File: src/rtl/pulse_cmd_pkg.sv
// Purpose: shared types and constants for the pulse generator serial command path.
// Contents: top-level and transmit-sequencer state enums, control byte layout,
//           NAK pattern, response queue sizing and named parameter-register addresses.
package pulse_cmd_pkg;

    // Frame decoder states
    typedef enum logic [1:0] {
        RECV = 2'd0,
        EXEC = 2'd1,
        SEND = 2'd2
    } state_t;

    // Transmit sequencer states
    typedef enum logic [1:0] {
        TX_IDLE      = 2'd0,
        TX_WAIT_FREE = 2'd1,
        TX_HOLD      = 2'd2
    } tx_state_t;

    // Control byte layout: bit7 selects read, low bits carry the address
    localparam int unsigned CTRL_READ_BIT = 7;
    localparam int unsigned ADDR_W        = 7;

    // Response to a bad-address frame is the checksum inverted
    localparam logic [7:0] NAK_XOR = 8'hFF;

    // Response queue: up to 8 bytes
    localparam int unsigned TXQ_BYTES = 8;
    localparam int unsigned TXQ_W     = 8 * TXQ_BYTES;
    localparam int unsigned TXQ_CNT_W = 4;

    // Named pulse-parameter register addresses
    localparam logic [ADDR_W-1:0] DELAY  = 7'd0;
    localparam logic [ADDR_W-1:0] PERIOD = 7'd1;
    localparam logic [ADDR_W-1:0] PULSE1 = 7'd2;
    localparam logic [ADDR_W-1:0] PULSE2 = 7'd3;
    localparam logic [ADDR_W-1:0] BLOCK  = 7'd4;
    localparam logic [ADDR_W-1:0] CPMG   = 7'd5;
    localparam logic [ADDR_W-1:0] ATT    = 7'd6;
    localparam logic [ADDR_W-1:0] NUTW   = 7'd7;
    localparam logic [ADDR_W-1:0] NUTD   = 7'd8;

endpackage

File: src/rtl/pulse_cmd_tx_seq.sv
// Purpose: response byte queue feeding the UART transmitter.
// Ports:
//   clk, rst      - clock, synchronous active-high reset
//   i_load        - load i_count bytes from i_bytes (LSB byte goes out first)
//   i_count       - number of bytes to send (0..8)
//   i_bytes       - packed response bytes
//   i_tx_busy     - UART transmitter busy
//   o_tx_start    - one-cycle pulse: load o_tx_byte into the UART
//   o_tx_byte     - byte to transmit
//   o_idle_c      - queue empty and no handshake in progress
module pulse_cmd_tx_seq
    import pulse_cmd_pkg::*;
(
    input  logic                 clk,
    input  logic                 rst,
    input  logic                 i_load,
    input  logic [TXQ_CNT_W-1:0] i_count,
    input  logic [TXQ_W-1:0]     i_bytes,
    input  logic                 i_tx_busy,
    output logic                 o_tx_start,
    output logic [7:0]           o_tx_byte,
    output logic                 o_idle_c
);

    tx_state_t            r_state,    w_state_nxt;
    logic [TXQ_W-1:0]     r_buf,      w_buf_nxt;
    logic [TXQ_CNT_W-1:0] r_left,     w_left_nxt;
    logic                 r_hold,     w_hold_nxt;
    logic                 r_tx_start, w_tx_start_nxt;
    logic [7:0]           r_tx_byte,  w_tx_byte_nxt;

    // State and datapath registers
    always_ff @(posedge clk) begin
        if (rst) begin
            r_state    <= TX_IDLE;
            r_buf      <= '0;
            r_left     <= '0;
            r_hold     <= 1'b0;
            r_tx_start <= 1'b0;
            r_tx_byte  <= '0;
        end else begin
            r_state    <= w_state_nxt;
            r_buf      <= w_buf_nxt;
            r_left     <= w_left_nxt;
            r_hold     <= w_hold_nxt;
            r_tx_start <= w_tx_start_nxt;
            r_tx_byte  <= w_tx_byte_nxt;
        end
    end

    // Next-state: issue a byte when the UART is free, then hold off until busy
    // rises (or two cycles pass) so the same free window cannot issue twice.
    always_comb begin
        w_state_nxt    = r_state;
        w_buf_nxt      = r_buf;
        w_left_nxt     = r_left;
        w_hold_nxt     = r_hold;
        w_tx_start_nxt = 1'b0;
        w_tx_byte_nxt  = r_tx_byte;

        unique case (r_state)
            TX_IDLE: begin
                if (i_load && (i_count != '0)) begin
                    w_buf_nxt   = i_bytes;
                    w_left_nxt  = i_count;
                    w_state_nxt = TX_WAIT_FREE;
                end
            end
            TX_WAIT_FREE: begin
                if (!i_tx_busy) begin
                    w_tx_start_nxt = 1'b1;
                    w_tx_byte_nxt  = r_buf[7:0];
                    w_buf_nxt      = r_buf >> 8;
                    w_left_nxt     = r_left - TXQ_CNT_W'(1);
                    w_hold_nxt     = 1'b0;
                    w_state_nxt    = TX_HOLD;
                end
            end
            TX_HOLD: begin
                if (i_tx_busy || r_hold) begin
                    w_state_nxt = (r_left == '0) ? TX_IDLE : TX_WAIT_FREE;
                end else begin
                    w_hold_nxt = 1'b1;
                end
            end
            default: w_state_nxt = TX_IDLE;
        endcase
    end

    assign o_tx_start = r_tx_start;
    assign o_tx_byte  = r_tx_byte;
    assign o_idle_c   = (r_state == TX_IDLE);

endmodule

File: src/rtl/pulse_cmd_regfile.sv
// Purpose: serial command decoder and pulse-parameter register bank.
//   Frames are PAYLOAD_BYTES data bytes (LSB first) then one control byte
//   (bit7 = read, bits[6:0] = address). Writes update a register and answer
//   with the payload checksum; reads answer with the register value; bad
//   addresses answer with the inverted checksum.
// Ports:
//   clk, rst            - clock, synchronous active-high reset
//   rx_valid, rx_byte   - received byte stream from the UART
//   tx_busy             - UART transmitter busy
//   tx_start, tx_byte   - one-cycle load pulse and byte for the UART
//   regs                - all registers, register i at [i*REG_W +: REG_W]
//   upd                 - one-cycle strobe on the written register's bit
//   frame_done          - one-cycle pulse when a frame executes
//   frame_err           - one-cycle pulse on timeout or bad address
module pulse_cmd_regfile
    import pulse_cmd_pkg::*;
#(
    parameter int unsigned                PAYLOAD_BYTES = 4,
    parameter int unsigned                NUM_REGS      = 9,
    parameter int unsigned                REG_W         = 32,
    parameter logic [NUM_REGS*REG_W-1:0]  RESET_VALS    = '0,
    parameter int unsigned                TIMEOUT_CYC   = 2000000
) (
    input  logic                      clk,
    input  logic                      rst,
    input  logic                      rx_valid,
    input  logic [7:0]                rx_byte,
    input  logic                      tx_busy,
    output logic                      tx_start,
    output logic [7:0]                tx_byte,
    output logic [NUM_REGS*REG_W-1:0] regs,
    output logic [NUM_REGS-1:0]       upd,
    output logic                      frame_done,
    output logic                      frame_err
);

    localparam int unsigned PAY_W = 8 * PAYLOAD_BYTES;
    localparam int unsigned CNT_W = $clog2(PAYLOAD_BYTES + 1);
    localparam int unsigned TMR_W = (TIMEOUT_CYC > 1) ? $clog2(TIMEOUT_CYC) : 1;
    localparam logic [TMR_W-1:0] TMR_LAST = TMR_W'((TIMEOUT_CYC == 0) ? 0 : TIMEOUT_CYC - 1);

    state_t               r_state,   w_state_nxt;
    logic [CNT_W-1:0]     r_cnt,     w_cnt_nxt;
    logic [7:0]           r_csum,    w_csum_nxt;
    logic [PAY_W-1:0]     r_payload, w_payload_nxt;
    logic [7:0]           r_ctrl,    w_ctrl_nxt;
    logic [TMR_W-1:0]     r_timer,   w_timer_nxt;
    logic [REG_W-1:0]     r_regs     [NUM_REGS];
    logic [REG_W-1:0]     w_regs_nxt [NUM_REGS];
    logic [NUM_REGS-1:0]  r_upd,     w_upd_nxt;
    logic                 r_done,    w_done_nxt;
    logic                 r_err,     w_err_nxt;

    logic                 w_load_c;
    logic [TXQ_CNT_W-1:0] w_resp_cnt;
    logic [TXQ_W-1:0]     w_resp_bytes;
    logic                 w_seq_idle;
    logic                 w_rx_addr_ok;
    logic                 w_ex_addr_ok;
    logic [REG_W-1:0]     w_rd_val;

    assign w_rx_addr_ok = (32'(rx_byte[ADDR_W-1:0]) < NUM_REGS);
    assign w_ex_addr_ok = (32'(r_ctrl[ADDR_W-1:0]) < NUM_REGS);

    // Readback mux for the latched address
    always_comb begin
        w_rd_val = '0;
        for (int unsigned i = 0; i < NUM_REGS; i++) begin
            if (r_ctrl[ADDR_W-1:0] == ADDR_W'(i)) w_rd_val = r_regs[i];
        end
    end

    // State and register bank
    always_ff @(posedge clk) begin
        if (rst) begin
            r_state   <= RECV;
            r_cnt     <= '0;
            r_csum    <= '0;
            r_payload <= '0;
            r_ctrl    <= '0;
            r_timer   <= '0;
            r_upd     <= '0;
            r_done    <= 1'b0;
            r_err     <= 1'b0;
            for (int unsigned i = 0; i < NUM_REGS; i++) begin
                r_regs[i] <= RESET_VALS[i*REG_W +: REG_W];
            end
        end else begin
            r_state   <= w_state_nxt;
            r_cnt     <= w_cnt_nxt;
            r_csum    <= w_csum_nxt;
            r_payload <= w_payload_nxt;
            r_ctrl    <= w_ctrl_nxt;
            r_timer   <= w_timer_nxt;
            r_upd     <= w_upd_nxt;
            r_done    <= w_done_nxt;
            r_err     <= w_err_nxt;
            r_regs    <= w_regs_nxt;
        end
    end

    // Next-state and outputs. Strobes are decoded from the control byte as it
    // arrives so they are visible during the EXEC cycle; the write itself lands
    // at the end of EXEC.
    always_comb begin
        w_state_nxt   = r_state;
        w_cnt_nxt     = r_cnt;
        w_csum_nxt    = r_csum;
        w_payload_nxt = r_payload;
        w_ctrl_nxt    = r_ctrl;
        w_timer_nxt   = r_timer;
        w_regs_nxt    = r_regs;
        w_upd_nxt     = '0;
        w_done_nxt    = 1'b0;
        w_err_nxt     = 1'b0;
        w_load_c      = 1'b0;
        w_resp_cnt    = '0;
        w_resp_bytes  = '0;

        unique case (r_state)
            RECV: begin
                if (rx_valid) begin
                    // A byte always wins over a same-cycle timeout
                    w_timer_nxt = '0;
                    if (r_cnt == CNT_W'(PAYLOAD_BYTES)) begin
                        w_ctrl_nxt  = rx_byte;
                        w_state_nxt = EXEC;
                        w_done_nxt  = 1'b1;
                        if (!w_rx_addr_ok) begin
                            w_err_nxt = 1'b1;
                        end else if (!rx_byte[CTRL_READ_BIT]) begin
                            w_upd_nxt = NUM_REGS'(1) << rx_byte[ADDR_W-1:0];
                        end
                    end else begin
                        for (int unsigned k = 0; k < PAYLOAD_BYTES; k++) begin
                            if (r_cnt == CNT_W'(k)) w_payload_nxt[8*k +: 8] = rx_byte;
                        end
                        w_csum_nxt = r_csum + rx_byte;
                        w_cnt_nxt  = r_cnt + CNT_W'(1);
                    end
                end else if ((TIMEOUT_CYC != 0) && (r_cnt != '0)) begin
                    if (r_timer == TMR_LAST) begin
                        w_cnt_nxt   = '0;
                        w_csum_nxt  = '0;
                        w_timer_nxt = '0;
                        w_err_nxt   = 1'b1;
                    end else begin
                        w_timer_nxt = r_timer + TMR_W'(1);
                    end
                end
            end
            EXEC: begin
                w_load_c = 1'b1;
                if (!w_ex_addr_ok) begin
                    w_resp_cnt   = TXQ_CNT_W'(1);
                    w_resp_bytes = TXQ_W'(r_csum ^ NAK_XOR);
                end else if (r_ctrl[CTRL_READ_BIT]) begin
                    w_resp_cnt   = TXQ_CNT_W'(PAYLOAD_BYTES);
                    w_resp_bytes = TXQ_W'(w_rd_val);
                end else begin
                    for (int unsigned i = 0; i < NUM_REGS; i++) begin
                        if (r_ctrl[ADDR_W-1:0] == ADDR_W'(i)) w_regs_nxt[i] = r_payload[REG_W-1:0];
                    end
                    w_resp_cnt   = TXQ_CNT_W'(1);
                    w_resp_bytes = TXQ_W'(r_csum);
                end
                w_cnt_nxt   = '0;
                w_csum_nxt  = '0;
                w_timer_nxt = '0;
                w_state_nxt = SEND;
            end
            SEND: begin
                if (w_seq_idle) w_state_nxt = RECV;
            end
            default: w_state_nxt = RECV;
        endcase
    end

    pulse_cmd_tx_seq u_tx_seq (
        .clk        (clk),
        .rst        (rst),
        .i_load     (w_load_c),
        .i_count    (w_resp_cnt),
        .i_bytes    (w_resp_bytes),
        .i_tx_busy  (tx_busy),
        .o_tx_start (tx_start),
        .o_tx_byte  (tx_byte),
        .o_idle_c   (w_seq_idle)
    );

    // Flatten the bank onto the output bus
    always_comb begin
        regs = '0;
        for (int unsigned i = 0; i < NUM_REGS; i++) begin
            regs[i*REG_W +: REG_W] = r_regs[i];
        end
    end

    assign upd        = r_upd;
    assign frame_done = r_done;
    assign frame_err  = r_err;

endmodule

File: config.mk
export PLATFORM = sky130hd
export DESIGN_NAME = pulse_cmd_regfile
export DESIGN_NICKNAME = d
export VERILOG_FILES = /design/src/rtl/pulse_cmd_pkg.sv /design/src/rtl/pulse_cmd_tx_seq.sv /design/src/rtl/pulse_cmd_regfile.sv
export SDC_FILE = /design/constraint.sdc
export NUM_CORES = 1
export LEC_CHECK = 0
export CORE_MARGIN = 5
export CORE_UTILIZATION = 45
export CTS_CLUSTER_SIZE = 30
export DETAILED_ROUTE_END_ITERATION = 16
export HOLD_SLACK_MARGIN = 0.06
export PLACE_DENSITY = 0.77
export SYNTH_ARGS = -nofsm -noshare
export SYNTH_HDL_FRONTEND = slang
export SYNTH_SLANG_ARGS = --single-unit
File: constraint.sdc
create_clock -name clk -period 3.2 [get_ports clk]
set_clock_uncertainty 0.1 [all_clocks]
set_input_delay 0.64 -clock clk [delete_from_list [all_inputs] [get_ports clk]]
set_output_delay 0.64 -clock clk [all_outputs]
set_load 0.05 [all_outputs]
# == Yosys cells after proc, flatten, opt, wreduce, memory -nomap -nowiden ==
# Index checks and enable logic that the tools add are counted.
# Widths: inputs -> output; s select.
# totals
regBits,453
inputBits,12
output_inout_bits,308
word_cells,161
# classes
add_sub_neg,4
n_lt_le_gt_ge,2
eq_ne,27
shifts,1
mux,55
n_bitwise,8
n_reduce_logical,37
# op_table
operator,n
$mux 32,12
$mux 64,2
$pmux 64 s2,1
$mux 21,3
$reduce_and 4->1,14
$pmux 21 s2,1
$mux 8,4
$eq 7x3->1 const B,4
$add 21x1->21 const B,1
$eq 21x21->1 const B,1
$mux 3,7
$pmux 8 s2,1
$reduce_and 3->1,5
$eq 7x2->1 const B,2
$lt 7x4->1 const B,2
$mux 2,6
$pmux 2 s3,2
$mux 1,11
$ne 2x2->1 const B,5
$ne 3x3->1 const B,3
$shl 1x7->9 const A,1
$add 8x8->8,1
$mux 4,2
$not 8->8,1
other kinds (27),42

# == Depth between registers and ports, before layout ==
# Gate-level depths: netlist (run 1).
# logic_depth
word_depth,15
depth_mapped,10
depth_no_buf,8

# == Cells and area by module ==
# A second synthesis (run 1) with hierarchy kept.
# unflattened
hier_cells,2489
hier_area_um2,20414.6
# by_module_without_submodules
module,n_inst,cells_per_inst,area_per_inst_um2,seq_area_each_um2
pulse_cmd_regfile,1,2109,16458.3,7467.2
pulse_cmd_tx_seq,1,380,3956.3,1601.5

# == Least setup slack after synthesis (run 1) ==
# Ideal clock, no wire load.
# synth_path
path_type,register -> register
from,register r_ctrl[4]
to,register r_regs (netlist bit regs[36])
setup_ps,128
arrival_ps,2414
required_ps,2972
setup_slack_ps,559
path_stages_with_launch,9
path_buffers,3
synth_period_minus_slack_ps,2641
cell_sequence,dfxtp_1 -> or3_1 -> clkbuf_1 -> or4_1 -> buf_2 -> nor4_4 -> buf_6 -> mux2i_1 -> nor2_1
# synth_via
elab_chain_cells,2
word_cells_on_any_way,3
cone_classes,1 x order compare; 1 x eq/ne; 1 x reduce/logical
# synth_rtl
element,line,source
"start, declared",pulse_cmd_regfile.sv:46,"logic [7:0] r_ctrl, w_ctrl_nxt;"
"start signal, assigned",pulse_cmd_regfile.sv:93,r_ctrl <= w_ctrl_nxt;
$lt 7x4->1 or $eq 7x1->1 (tied branches),"pulse_cmd_regfile.sv:63, pulse_cmd_regfile.sv:162",
$reduce_and 4->1 (no line) *,-,
"end signal, assigned by index",pulse_cmd_regfile.sv:86,r_regs[i] <= RESET_VALS[i*REG_W +: REG_W];
"end signal, assigned",pulse_cmd_regfile.sv:98,r_regs <= w_regs_nxt;
"end, declared",pulse_cmd_regfile.sv:48,logic [REG_W-1:0] r_regs [NUM_REGS];
# Mark *: on every way between the ends. The rest lies on a longest branch, timed or not.
# A chain may end at the register's enable or synchronous reset.

# == Worst setup path in the final report (run 1) ==
# layout_path
from,register r_timer[11]
to,register r_timer[15]
# layout_via
elab_chain_cells,5
word_cells_on_any_way,6
cone_classes,1 x add/sub; 1 x eq/ne; 4 x mux
# layout_rtl
element,line,source
"start, declared",pulse_cmd_regfile.sv:47,"logic [TMR_W-1:0] r_timer, w_timer_nxt;"
"start signal, assigned",pulse_cmd_regfile.sv:94,r_timer <= w_timer_nxt;
$add 21x1->21 or $eq 21x21->1 (tied branches),"pulse_cmd_regfile.sv:148, pulse_cmd_regfile.sv:142",
$mux 21 *,pulse_cmd_regfile.sv:142,if (r_timer == TMR_LAST) begin
$mux 21 *,pulse_cmd_regfile.sv:141,end else if ((TIMEOUT_CYC != 0) && (r_cnt != '0)) begin
$mux 21 *,pulse_cmd_regfile.sv:122,if (rx_valid) begin
$pmux 21 s2 *,pulse_cmd_regfile.sv:120,unique case (r_state)
# Mark *: on every way between the ends. The rest lies on a longest branch, timed or not. The select of a mux whose other input is x is not followed.

==> flow_summary.ini, run 1 <==
[run_status]
status = complete, no violations

[floorplan]
floorplan.io_pins = 320
dieArea_um2 = 45100
die_w_um = 212
coreArea_um2 = 40600
start_util_pct = 45.3
rows = 74
die_h_um = 212

[grt]
grt_pass1_wl_mm = 114
grt_pass1_vias = 18640
antenna_found_initial = 1
track_usage_pct = 32.8
grt_max_degree = 130
overflow = 0

[placement]
place_inst = 3119
gp_congestion = 1.02
portBuffers = 319
dp_hpwl_mm = 54.4

[clocking]
clock-sinks = 421
cts_resized = 0
cts_buffers = 46
ctsHtreeMaxLevel = 2
cts_tree = done
clk_latency_ps = 600
root_buffer = clkbuf_16
path_clk_slew_ps = 60
cts_setup_buffers = 0
cts_hold_buf = 0
cts_max_path_buffers = 3

[detailed_routing]
routedWlPerCell_um = 24.2
drtIter0Drc = 2789
ant_nets = 0
drc = 0
via_per_inst = 6.15
dr.pass1.iters = 8
routed_wl_mm = 77.5
vias = 19703

[logic_synthesis]
synth_edf_count = 0
netlist_area_um2 = 18400
synth_common_cells = 655 x nand2_1, 421 x dfxtp_1, 383 x a21oi_1
yosys.area.top_type = dfxtp_1
ys_ff_latch = 421
synth_area_leaders = dfxtp_1 46%, nand2_1 13%, a21oi_1 10%
yosysSeqAreaShare_pct = 45.7
ys_types = 68
async_flop_share_pct = 0
synth.avg_cell_area_um2 = 7.73
synth_ff_type = dfxtp_1
ys_warn_count = 0
syn_nets = 2411
synthMostInstantiatedCell = nand2_1
synth_top_area_share_pct = 45.7
syn-instance-count = 2384

[power_and_ir_drop]
p_per_area_nw_per_um2 = 486
finalPower_uw = 11600
irDropWorstVdd_uv = 369
cellLeakagePower_uw = 0.00810

[finish]
antenna_cells = 0
finalNonFillerCells = 3204
nets = 2662
drive_gt1_share_pct = 7.60
fin_util_pct = 58.9
syn_to_final_growth_pct = 29.9

[sta]
tightest_slew_ps = 1110
grt_setup_unrepaired = no
fmax_ghz = 0.347
period_share_pct = 90.1
fin_crit_ps = 2880
setup_viol = 0
finalSetupTns_ps = 0
relSlewSlack_pct = 26.1
slew_violations = 0
hold_violations = 0

[setup_path]
worstReg2RegStart = r_timer[11]$_SDFFE_PP0P_
max_stage_delay_ps = 890
slowest_stage = o21bai_1
critPathRequiredTime_ps = 3510
worstRegToRegCells = 6
cp_max_fo = 14
reg2reg_slack_ps = 320
crit_arrival_ps = 3190
worstSetupStartpointType = flip-flop
critical_path_class = reg2reg
crit_chain = or4b_2, nor4_1, buf_4, a211oi_1, o21bai_1, nor2_1
worst_setup_path_end_kind = flip-flop
r2r-end = r_timer[15]$_SDFFE_PP0P_

[worst_hold_path]
min_path_cells = 2
hp-start = rst
min_to = r_state[0]$_SDFFE_PP0P_
hp-class = in2reg

[flow_run]
drv_cap = 0
## metrics by stage
stage / area, um2 / worst slack, ps / hold WS (ps)
detailed placement: 22300 / 217 / 349
floorplan: 18400 / 559 / 317
global route: 23900 / 83.7 / 311
global placement: 22300 / 312 / 343
CTS: 23900 / 299 / 290
finish: 23900 / 317 / 311
## cells in the final DEF, fill, tap and decap left out, drive strengths merged, types with 8 or more instances in the layout
| master | synthesis | layout |
|---|---|---|
| nand2 | 655 | 655 |
| dfxtp | 421 | 421 |
| a21oi | 383 | 383 |
| clkdlybuf4s50 | 0 | 318 |
| nor2 | 146 | 146 |
| buf | 31 | 93 |
| mux2i | 67 | 67 |
| clkbuf | 177 | 66 |
| nand3 | 51 | 51 |
| o21ai | 49 | 49 |
| nor3 | 47 | 47 |
| o22ai | 36 | 36 |
| nor2b | 24 | 24 |
| a22oi | 17 | 17 |
| a22o | 16 | 16 |
| nand2b | 15 | 15 |
| and3 | 15 | 15 |
| a211oi | 14 | 14 |
| ha | 14 | 14 |
| inv | 11 | 13 |
| o221ai | 11 | 11 |
| xnor2 | 10 | 10 |
| a21o | 10 | 10 |
| xor2 | 10 | 10 |
| o211ai | 9 | 9 |
| o2bb2ai | 9 | 9 |
| nor4 | 9 | 9 |
| or3 | 8 | 8 |
| or4 | 8 | 8 |
| mux2 | 8 | 8 |
| a221oi | 8 | 8 |
## metal layers
metal,routed length (um),up-vias,part of all wire (%),track usage [%]
met5,0,-,0,0
li1,-,8707,-,-
met3,10200,312,13,8.59
met4,4780,0,6.2,16.4
met2,34200,1411,44,50.5
met1,28300,9273,37,42.8
## layout make-up
class | instances | area (um2)
multi-input cells | 1744 | 9190
clock inverters | 19 | 274
clock buffers | 66 | 1360
well taps | 532 | 666
fillers | 3576 | 16700
inverters | 11 | 41.3
repair buffers | 411 | 3990
flip-flops and latches | 421 | 8430
## critical path: cells and delay by family (launching register included)
kind                   cells  cell delay (ps)
and+or+nand+nor            3             1120
AOI/OAI and AO/OA          2              970
DFF                        1              330
buffers and inverters      1              190
## logic make-up after synthesis
group / Yosys count / synth area share [%]
mux: 79 / 4.62
fa+ha+maj: 15 / 1.06
buf+inv: 219 / 4.70
xor+xnor: 20 / 0.950
simple gates: 1002 / 22.8
compound gates: 628 / 20.1
flops: 421 / 45.7
## how the worst max path moves through the flow
stage                             startpoint                       end  cells after the start
floorplan             r_ctrl[4]$_SDFFE_PP0P_     regs[36]$_SDFFE_PP0P_                      8
global placement                    rx_valid  r_timer[13]$_SDFFE_PP0P_                      5
detailed placement                  rx_valid  r_timer[15]$_SDFFE_PP0P_                      5
CTS                 r_timer[11]$_SDFFE_PP0P_  r_timer[15]$_SDFFE_PP0P_                      6
global route        r_timer[11]$_SDFFE_PP0P_  r_timer[20]$_SDFFE_PP0P_                      6
finish              r_timer[11]$_SDFFE_PP0P_  r_timer[15]$_SDFFE_PP0P_                      6
## power breakdown
part | switching [uW] | internal (uW) | total, uW | leakage (uW)
logic | 322 | 169 | 492 | 0.00391
clock network | 2270 | 3450 | 5720 | 0.000795
registers | 142 | 5290 | 5430 | 0.00340
## sequential cells by signal (all words and copies together) (netlist names)
register	flops
frame_done	1
frame_err	1
r_cnt	3
r_csum	8
r_ctrl	8
r_payload	32
r_state	2
r_timer	21
regs	288
u_tx_seq.o_tx_byte	8
u_tx_seq.o_tx_start	1
u_tx_seq.r_buf	32
u_tx_seq.r_hold	1
u_tx_seq.r_left	4
u_tx_seq.r_state	2
upd	9
(Power assumes the default switching activity.)
==> inputs of run 2 (changes only) <==
CORE_UTILIZATION = 53   (was 45)
PLACE_DENSITY = 0.87   (was 0.77)
==> run 2 against run 1 <==
  * Utilization rose by 9.9 points
  * Via count rose by 1.1%
  * Critical endpoint is now regs[204]$_SDFFE_PP0P_
  * Register-to-register slack got worse by 30 ps
  * Hold slack got worse by 33 ps
  * Worst setup slack got worse by 29 ps
  * Power fell by 4.9%
  * Count of clock-buffer cells in the layout rose by 3
  * Critical path depth rose by 4
  * Die area fell by 14%
==> flow_summary.ini, run 2 (synthesized netlist as in run 1, its figures left out) <==
[floorplan]
start_util_pct = 53.5
floorplan.io_pins = 320
rows = 68
dieArea_um2 = 38600
coreArea_um2 = 34500
die_h_um = 196
die_w_um = 196

[finish]
nets = 2668
layout_common_cells = 655 x nand2_1, 418 x dfxtp_1, 383 x a21oi_1
layout_commonest_cell = nand2_1
drive_gt1_share_pct = 7.51
syn_to_final_growth_pct = 28.7
largest_reg_flops = 288
fillers = 2742

[power_and_ir_drop]
irDropWorstVdd_uv = 426
p_per_area_nw_per_um2 = 467
cellLeakagePower_uw = 0.00806

[placement]
pre_cts_slack_ps = 189
portBuffers = 319
gp_congestion = 1.01
dp_hpwl_mm = 54.4

[clocking]
ctsHtreeMaxLevel = 2
cts_resized = 0
cts_buffers = 44
path_clk_slew_ps = 60
cts_hold_buf = 0
root_buffer = clkbuf_16
clk_latency_ps = 550
cts_setup_buffers = 0
cts_max_path_buffers = 3
cts_tree = done
clock-sinks = 421

[detailed_routing]
routedWlPerCell_um = 24.7
ant_nets = 0
drtIter0Drc = 3246
drc = 0
via_per_inst = 6.36
vias = 19918
dr.pass1.iters = 9
routed_wl_mm = 77.3

[setup_path]
worst_setup_path_end_kind = flip-flop
worstSetupStartpointType = flip-flop
critPathRequiredTime_ps = 3550
reg2reg_slack_ps = 290
crit_arrival_ps = 3260
cp_max_fo = 21
critical_path_class = reg2reg

[grt]
grt_pass1_wl_mm = 114
track_usage_pct = 37.7
overflow = 0
grt_pass1_vias = 18760
grt_max_degree = 176
antenna_found_initial = 2

[sta]
hold_violations = 0
relSlewSlack_pct = 29.2
setup_viol = 0
worst_slack_ps = 288
fmax_ghz = 0.343
fin_crit_ps = 2910
whs_ps = 277
tightest_slew_ps = 1060
finalSetupTns_ps = 0
period_share_pct = 91.0
slew_violations = 0
grt_setup_unrepaired = no

[worst_hold_path]
hp-class = in2reg

[flow_run]
drv_cap = 0

[run_status]
status = complete, no violations
## run 2: worst paths after layout
kind                                 startpoint                            endpoint  cells past startpoint
min reg2reg  u_tx_seq.o_tx_byte[3]$_SDFFE_PP0P_  u_tx_seq.o_tx_byte[3]$_SDFFE_PP0P_                      2
max reg2reg              r_ctrl[3]$_SDFFE_PP0P_              regs[204]$_SDFFE_PP0P_                     10
min                                         rst              regs[258]$_SDFFE_PP0P_                      2
max                      r_ctrl[3]$_SDFFE_PP0P_              regs[204]$_SDFFE_PP0P_                     10
## run 2: layout make-up
type	count	area, um2	share of cell area, %
sequential	421	8430	35.6
clock inverter	12	120	0.506
tap	455	569	2.40
timing repair buffer	419	4050	17.1
multi-input combinational	1744	9190	38.7
antenna	1	2.50	0.0106
clock buffer	69	1320	5.55
inverter	11	41.3	0.174
## run 2: routing by layer
metal | share of wire, % | vias to the layer above | global-route usage [%]
met3 | 13 | 345 | 8.99
li1 | - | 8718 | -
met2 | 45 | 1557 | 59.3
met5 | 0.017 | - | 0
met4 | 6.1 | 2 | 18.7
met1 | 36 | 9296 | 48.8
## run 2: power by group
part / internal [uW] / leakage, uW / switching, uW / total (uW)
registers: 5290 / 0.00340 / 145 / 5430
clock network: 2990 / 0.000708 / 2130 / 5120
logic: 178 / 0.00396 / 337 / 515
total: 8450 / 0.00806 / 2620 / 11100
## run 2: through the flow
step / cells / area, um2 / power (uW) / util (%)
after global routing: 3131 / 23700 / 11300 / 68.8
after CTS: 3131 / 23700 / 11000 / 68.8
after detailed placement: 3050 / 22300 / 6030 / 64.7
after floorplan: 2384 / 18400 / 5810 / -
after global placement: 3050 / 22300 / 6030 / 64.7
final: 3132 / 23700 / 11100 / 68.8
## run 2: worst max-delay path, stage by stage, from the launching register on
cell and delay [ps]:
dfxtp_1 540, buf_4 270, o31a_1 180, buf_4 190
nand2b_1 300, nor3_1 120, buf_4 180, nand2_1 420
buf_12 240, nand2_1 80, a21oi_1 190
